--- src/rtl/sync_fifo_param.sv ---
// sync_fifo_param: single-clock FIFO with a registered read port, occupancy flags and
// sticky error flags.
//
// Ports:
//   clk           single clock; all state updates on the rising edge
//   rst           asynchronous active-low reset
//   flush         synchronous clear of contents, pointers and sticky errors
//   wr_en/wr_data write request and write word
//   rd_en         read request; the popped word appears on rd_data one cycle later
//   rd_data       registered read word, held when no read is accepted
//   rd_valid      rd_data holds a word popped in the previous cycle
//   full/empty/almost_full/almost_empty  flags decoded from the registered count
//   count         occupancy 0..DEPTH
//   overflow      sticky: write requested while full
//   underflow     sticky: read requested while empty
module sync_fifo_param #(
    parameter int unsigned DATA_WIDTH = 32,
    parameter int unsigned ADDR_WIDTH = 4,
    parameter int unsigned AF_THRESH  = (2 ** ADDR_WIDTH) - 2,
    parameter int unsigned AE_THRESH  = 2
) (
    input  logic                  clk,
    input  logic                  rst,
    input  logic                  flush,
    input  logic                  wr_en,
    input  logic [DATA_WIDTH-1:0] wr_data,
    input  logic                  rd_en,
    output logic [DATA_WIDTH-1:0] rd_data,
    output logic                  rd_valid,
    output logic                  full,
    output logic                  empty,
    output logic                  almost_full,
    output logic                  almost_empty,
    output logic [ADDR_WIDTH:0]   count,
    output logic                  overflow,
    output logic                  underflow
);

    localparam int unsigned DEPTH = 2 ** ADDR_WIDTH;

    localparam logic [ADDR_WIDTH:0] DepthCnt = (ADDR_WIDTH + 1)'(DEPTH);
    localparam logic [ADDR_WIDTH:0] AfLvl    = (ADDR_WIDTH + 1)'(AF_THRESH);
    localparam logic [ADDR_WIDTH:0] AeLvl    = (ADDR_WIDTH + 1)'(AE_THRESH);

    logic [DATA_WIDTH-1:0] mem_q [DEPTH];

    logic [ADDR_WIDTH-1:0] wr_ptr_q, wr_ptr_d;
    logic [ADDR_WIDTH-1:0] rd_ptr_q, rd_ptr_d;
    logic [ADDR_WIDTH:0]   count_q, count_d;
    logic [DATA_WIDTH-1:0] rd_data_q, rd_data_d;
    logic                  rd_valid_q, rd_valid_d;
    logic                  overflow_q, overflow_d;
    logic                  underflow_q, underflow_d;

    logic full_w, empty_w;
    logic wr_accept, rd_accept;

    assign full_w  = (count_q == DepthCnt);
    assign empty_w = (count_q == '0);

    // Flush wins over both requests; full/empty come from the registered count, so a
    // simultaneous read at full does not make room for the write in the same cycle.
    assign wr_accept = wr_en & ~full_w & ~flush;
    assign rd_accept = rd_en & ~empty_w & ~flush;

    always_comb begin
        wr_ptr_d    = wr_ptr_q;
        rd_ptr_d    = rd_ptr_q;
        count_d     = count_q;
        rd_data_d   = rd_data_q;
        rd_valid_d  = 1'b0;
        overflow_d  = overflow_q;
        underflow_d = underflow_q;

        if (flush) begin
            wr_ptr_d    = '0;
            rd_ptr_d    = '0;
            count_d     = '0;
            overflow_d  = 1'b0;
            underflow_d = 1'b0;
        end else begin
            if (wr_accept) begin
                wr_ptr_d = wr_ptr_q + 1'b1;
            end
            if (rd_accept) begin
                rd_ptr_d   = rd_ptr_q + 1'b1;
                rd_data_d  = mem_q[rd_ptr_q];
                rd_valid_d = 1'b1;
            end
            unique case ({wr_accept, rd_accept})
                2'b10:   count_d = count_q + 1'b1;
                2'b01:   count_d = count_q - 1'b1;
                default: count_d = count_q;
            endcase
            if (wr_en && full_w) begin
                overflow_d = 1'b1;
            end
            if (rd_en && empty_w) begin
                underflow_d = 1'b1;
            end
        end
    end

    always_ff @(posedge clk or negedge rst) begin
        if (!rst) begin
            wr_ptr_q    <= '0;
            rd_ptr_q    <= '0;
            count_q     <= '0;
            rd_data_q   <= '0;
            rd_valid_q  <= 1'b0;
            overflow_q  <= 1'b0;
            underflow_q <= 1'b0;
        end else begin
            wr_ptr_q    <= wr_ptr_d;
            rd_ptr_q    <= rd_ptr_d;
            count_q     <= count_d;
            rd_data_q   <= rd_data_d;
            rd_valid_q  <= rd_valid_d;
            overflow_q  <= overflow_d;
            underflow_q <= underflow_d;
        end
    end

    // Storage is never cleared; only the pointers and count define which words are live.
    always_ff @(posedge clk) begin
        if (wr_accept) begin
            mem_q[wr_ptr_q] <= wr_data;
        end
    end

    assign rd_data      = rd_data_q;
    assign rd_valid     = rd_valid_q;
    assign count        = count_q;
    assign full         = full_w;
    assign empty        = empty_w;
    assign almost_full  = (count_q >= AfLvl);
    assign almost_empty = (count_q <= AeLvl);
    assign overflow     = overflow_q;
    assign underflow    = underflow_q;

endmodule

--- config.mk ---
export PLATFORM = sky130hd
export DESIGN_NAME = sync_fifo_param
export DESIGN_NICKNAME = d
export VERILOG_FILES = /design/src/rtl/sync_fifo_param.sv
export SDC_FILE = /design/constraint.sdc
export NUM_CORES = 1
export LEC_CHECK = 0
export CAP_MARGIN = 20
export CORE_MARGIN = 10
export CORE_UTILIZATION = 60
export CTS_BUF_LIST = sky130_fd_sc_hd__clkbuf_16
export DETAILED_ROUTE_END_ITERATION = 8
export PLACE_DENSITY = 0.83
export SLEW_MARGIN = 20
export SYNTH_ARGS = -nofsm -noshare
export SYNTH_HDL_FRONTEND = slang
export SYNTH_SLANG_ARGS = --single-unit
export TNS_END_PERCENT = 5
--- constraint.sdc ---
create_clock -name clk -period 3.4 [get_ports clk]
set_input_delay 0.34 -clock clk [delete_from_list [all_inputs] [get_ports clk]]
set_output_delay 0.34 -clock clk [all_outputs]
set_load 0.01 [all_outputs]
# --- Word-level counts from Yosys, hierarchy flattened ---
# Memories as Yosys holds them, arrays and structs flattened. A register that Yosys moved wholly into a read port is not among the register bits.
# Index checks and enable logic that the tools add are counted.
word_totals:
  register_bits: 16
  ram_bits: 512
  in_bits: 37
  output_inout_bits: 44
  wordCells: 47
  mem_count: 1
op_classes:
  addsub: 4
  n_lt_le_gt_ge: 2
  eq_ne: 3
  muxes: 14
  n_bitwise: 7
  n_reduce_logical: 10
mem_list:
  columns: ["name", "depth", "width", "read_ports", "rd_ports_with_merged_regs", "wr", "line", "text"]
  rows:
  - ["mem_q", 16, 32, 1, 1, 1, "45", "logic [DATA_WIDTH-1:0] mem_q [DEPTH];"]
ops:
  columns: ["operator", "count"]
  rows:
  - ["4-bit two-way mux", 4]
  - ["5-bit case mux with 2 select lines", 1]
  - ["4-bit by 1-bit adder with 4-bit output (second input constant)", 2]
  - ["1-bit two-way mux", 8]
  - ["2-bit nonzero test", 4]
  - ["5-bit by 1-bit adder with 5-bit output (second input constant)", 1]
  - ["5-bit equality test (second input constant)", 1]
  - ["5-bit by 4-bit >= comparator with 1-bit output (second input constant)", 1]
  - ["5-bit by 2-bit <= comparator with 1-bit output (second input constant)", 1]
  - ["5-bit zero test", 1]
  - ["5-bit two-way mux", 1]
  - ["5-bit by 1-bit subtractor with 5-bit output (second input constant)", 1]
  - ["1-bit AND", 4]
  - ["1-bit NOT", 3]
  - ["3-bit nonzero test", 1]
  - ["2-bit by 1-bit equality test with 1-bit output (second input constant)", 1]
  - ["2-bit equality test (second input constant)", 1]
  - ["1-bit logical AND", 2]
  - ["2-bit AND reduction", 1]
  - ["1-bit zero test", 1]

# --- Logic depth before layout (Yosys ltp) ---
depth:
  word_depth: 7
  mapped_depth: 10
  mapped_depth_nobuf: 9

# --- Least setup slack after synthesis ---
# No wires, ideal clock.
synth_timing:
  path_kind: "register to register"
  from: "register count_q[2] (netlist: count[2])"
  to: "memory mem_q[15][0] (enable)"
  setup_time_ns: 0.421
  t_arrival_ns: 2.604
  t_required_ns: 2.979
  setup_slack_ns: 0.375
  path_stages_with_launch: 6
  n_path_buf: 1
  synth_period_minus_slack_ns: 3.025
  path_cell_list: "dfrtp_1 > buf_2 > nor4_2 > a21boi_2 > nand2_1 > nor2_1"
synth_between:
  elab_chain_len: 6
synth_lines:
  columns: ["element", "line", "text"]
  rows:
  - ["start: declaration", "49", "logic [ADDR_WIDTH:0] count_q, count_d;"]
  - ["start signal: assignment", "116", "count_q <= count_d;"]
  - ["5-bit equality test", "58", "assign full_w = (count_q == DepthCnt);"]
  - ["1-bit NOT", "63", "assign wr_accept = wr_en & ~full_w & ~flush;"]
  - ["1-bit AND (2 in a row)", "63", null]
  - ["1-bit two-way mux", "126", "if (wr_accept) begin"]
  - ["1-bit two-way mux (implied by the code)", "127", "mem_q[wr_ptr_q] <= wr_data;"]
  - ["end: declaration", "45", null]
# Every way passes these cells.

# --- Worst setup path after layout ---
layout_timing:
  from: "register count_q[1] (netlist: count[1])"
  to: "register count_q[4] (netlist: count[4])"
layout_between:
  elab_chain_len: 7
  elab_cells_between_ends: 15
  classes_between: "2 x add/sub; 3 x eq/ne; 2 x mux; 6 x bitwise; 2 x reduce/logical"
layout_lines:
  columns: ["element", "line", "text"]
  rows:
  - ["5-bit equality test / 5-bit zero test (equally long branches)", "58, 59", null]
  - ["1-bit NOT (on tied branches)", "63, 64", null]
  - ["1-bit AND (on tied branches) (2 in a row)", "63, 64", null]
  - ["2-bit by 1-bit equality test with 1-bit output / 2-bit equality test (equally long branches)", "90", "unique case ({wr_accept, rd_accept})"]
  - ["5-bit case mux with 2 select lines", "90", null]
  - ["5-bit two-way mux", "75", "if (flush) begin"]
# Parallel ways exist; a longest one is shown, timed or not.
# A chain may end at the register's enable or synchronous reset.

==> results.cfg <==
[outcome]
outcome = finished clean

[setup_path]
required_ns = 3.89
path_class = flop to flop
r2r_cells = 9
endpoint_kind = flop
r2r-start = count[1]
r2r_slack_ns = 0.51
path_max_fanout = 12
r2r-end = count[4]
start_kind = flop
cp.arrival_ns = 3.38

[placed_design]
dp_slack_ns = 0.510
hpwl_um = 27100
port-buffer-count = 80
dp_cells = 1512
place_congestion = 0.777
place_area_sq_um = 23200

[pwr]
pwr-share-seq = 0.485
leakagePower_nw = 7.94
comb_power_share = 0.166
vdd_ir_drop_max_v = 0.000544
switchingPower_mw = 4.26
powerDensity_nw_per_um2 = 675
fin_total_pwr_mw = 16.8
intPower_mw = 12.6
swShare = 0.253
clockPowerShare = 0.349

[synthesis]
synth_edf_count = 512
yosys_most_used_dff = edfxtp_1
synthCells = 974
avgSynthCellArea_sq_um = 22.0
yosysSeqAreaShare = 0.774
synth_cell_types = 39
ys_warn_count = 0
synth.cell_area_sq_um = 21400
ys_ff_latch = 560
syn_nets = 1018
async_flop_share = 0.0857

[clock_network]
ctsResizeCount = 0
h-tree-depth = 2
cts_buffers = 52
clock_path_buffers = 3
cts-root-buf = clkbuf_16
cts_tree = built
cts_num_sinks = 560
clk_pin_slew_ns = 0.07
postCtsSetupBuffers = 0
clock_latency_ns = 0.58

[sta]
fin_crit_ns = 2.89
grt_setup_unrepaired = false
final.setup.tns_ns = 0
fin_skew_ns = 0.0227
hold_viol_final = 0
worst_slew_margin_rel = 0.366
post-route-period-util = 0.851
whs_ns = 0.464
drv_slew = 0
worstMarginPinSlew_ns = 0.952
fmax_mhz = 346
fin_ws_ns = 0.506
setup_violations = 0

[layout]
final_area_sq_um = 24900
final_core_util = 0.705
drive_above_1_share = 0.253
fin_nets = 1150
stdcell_count = 1609
area_growth_pct = 16.5
antenna_cells = 0

[floorplan]
fp.dieH_um = 209
die_w_um = 209
die_area_sq_um = 43700
core_area_sq_um = 35400
num_rows = 69
start_util = 0.605
io_pins = 81

[detailed_routing]
antenna_left = 0
post-route-drc-count = 0
drtPass1Iterations = 5
routed_wl_um = 48600
drt_iter0_markers = 1257
num_vias = 10618
post_drt_wl_per_cell_um = 30.2
via_per_inst = 6.60

[grt]
first_global_vias = 11194
antenna_found_initial = 0
grt.overflow.total = 0
globalRouteTotalUtil = 0.224
grt_pass1_wl_um = 73600
grt_start_max_net_pins = 51

[hold_path]
min_path_type = input port to asynchronous set/reset pin

[run]
cap_violations = 0
-- per-layer routing --
| metal | up-vias | share of wire | track usage |
|---|---|---|---|
| met1 | 5568 | 0.36 | 0.289 |
| met3 | 116 | 0.083 | 0.0416 |
| met5 | - | 0 | 0 |
| met2 | 610 | 0.52 | 0.371 |
| li1 | 4324 | - | - |
| met4 | 0 | 0.038 | 0.0928 |
-- power groups by stage --
stage / combinational (mW) / sequential [mW] / clock (mW)
3_5_place_dp: 2.77 / 8.31 / 0
2_1_floorplan: 1.65 / 8.20 / 0
4_1_cts: 2.83 / 8.17 / 5.94
6_report: 2.80 / 8.18 / 5.88
5_1_grt: 3.00 / 8.21 / 6.20
3_3_place_gp: 2.70 / 8.29 / 0
-- synthesized netlist by cell type (2+ instances only) --
cell | instances | area share
inv_2 | 2 | 0.00035
a21oi_1 | 7 | 0.0016
buf_1 | 8 | 0.0014
a31o_2 | 2 | 0.00082
nand3_1 | 5 | 0.0012
buf_2 | 21 | 0.0049
clkbuf_1 | 22 | 0.0039
ha_1 | 7 | 0.0041
xor2_1 | 7 | 0.0029
dfrtp_1 | 48 | 0.056
nand2b_1 | 2 | 0.00058
o221ai_1 | 32 | 0.013
inv_1 | 4 | 0.00070
nand2_1 | 43 | 0.0075
mux4_2 | 128 | 0.13
nor2_1 | 32 | 0.0056
or3_1 | 4 | 0.0012
edfxtp_1 | 512 | 0.72
mux2i_1 | 67 | 0.031
xnor2_1 | 2 | 0.00082
-- how the worst max path moves through the flow --
stage | startpoint | to | depth (start not counted)
2_1_floorplan | count[2] | mem_q[15][0] | 5
3_3_place_gp | wr_en | count[4] | 10
3_5_place_dp | wr_en | count[4] | 10
4_1_cts | count[1] | count[4] | 9
5_1_grt | count[1] | count[4] | 9
6_report | count[1] | count[4] | 9
-- cell type report --
type / count / area [sq um]
clock buffer: 53 / 1330
clock inverter: 43 / 399
fill: 2003 / 10500
inverter: 6 / 22.5
multi-input combinational: 356 / 4710
sequential: 560 / 16600
tap: 461 / 577
timing repair buffer: 130 / 1320
-- flip-flops by register name, indices dropped and copies added, names as in the netlist --
register and flops:
count 5, wr_ptr_q 4, rd_ptr_q 4, rd_data 32, overflow 1, mem_q 512
rd_valid 1, underflow 1
-- cell usage in the layout (no fill, tap or decap), drive strengths merged, types with 2 or more instances in the layout --
cell and n:
edfxtp 512, mux4 128, clkdlybuf4s50 79, mux2i 67, clkbuf 53, buf 50
dfrtp 48, nand2 43, o221ai 33, nor2 32, clkinv 18, inv 15
clkinvlp 9, xor2 7, a21oi 7, ha 7, bufinv 7, nand3 5
or3 5, xnor2 2, nand2b 2, a31o 2, o21ai 2
-- cell families (layout without fill, tap and decap cells) --
logic type | count (synthesis) | in the layout | share of synthesized area
mux | 195 | 195 | 0.166
buf+inv | 58 | 232 | 0.0117
flops | 560 | 560 | 0.774
compound gates | 51 | 51 | 0.0213
xor+xnor | 9 | 9 | 0.00368
simple gates | 94 | 94 | 0.0194
fa+ha+maj | 7 | 7 | 0.00409
-- worst max-delay path: stages, from the launching register on --
cell,delay [ns]
dfrtp_1,0.53
or4_4,0.64
o211ai_4,0.22
xnor2_1,0.10
ha_1,0.24
or3_2,0.41
a21oi_1,0.15
mux2i_1,0.09
or3_1,0.31
a21oi_1,0.14
-- timing repair --
action	4_1_cts	5_1_grt
setup endpoints to repair	0	0
hold endpoints to repair	33	0
hold buffers	1	0
Power figures use the tool's default switching activity.
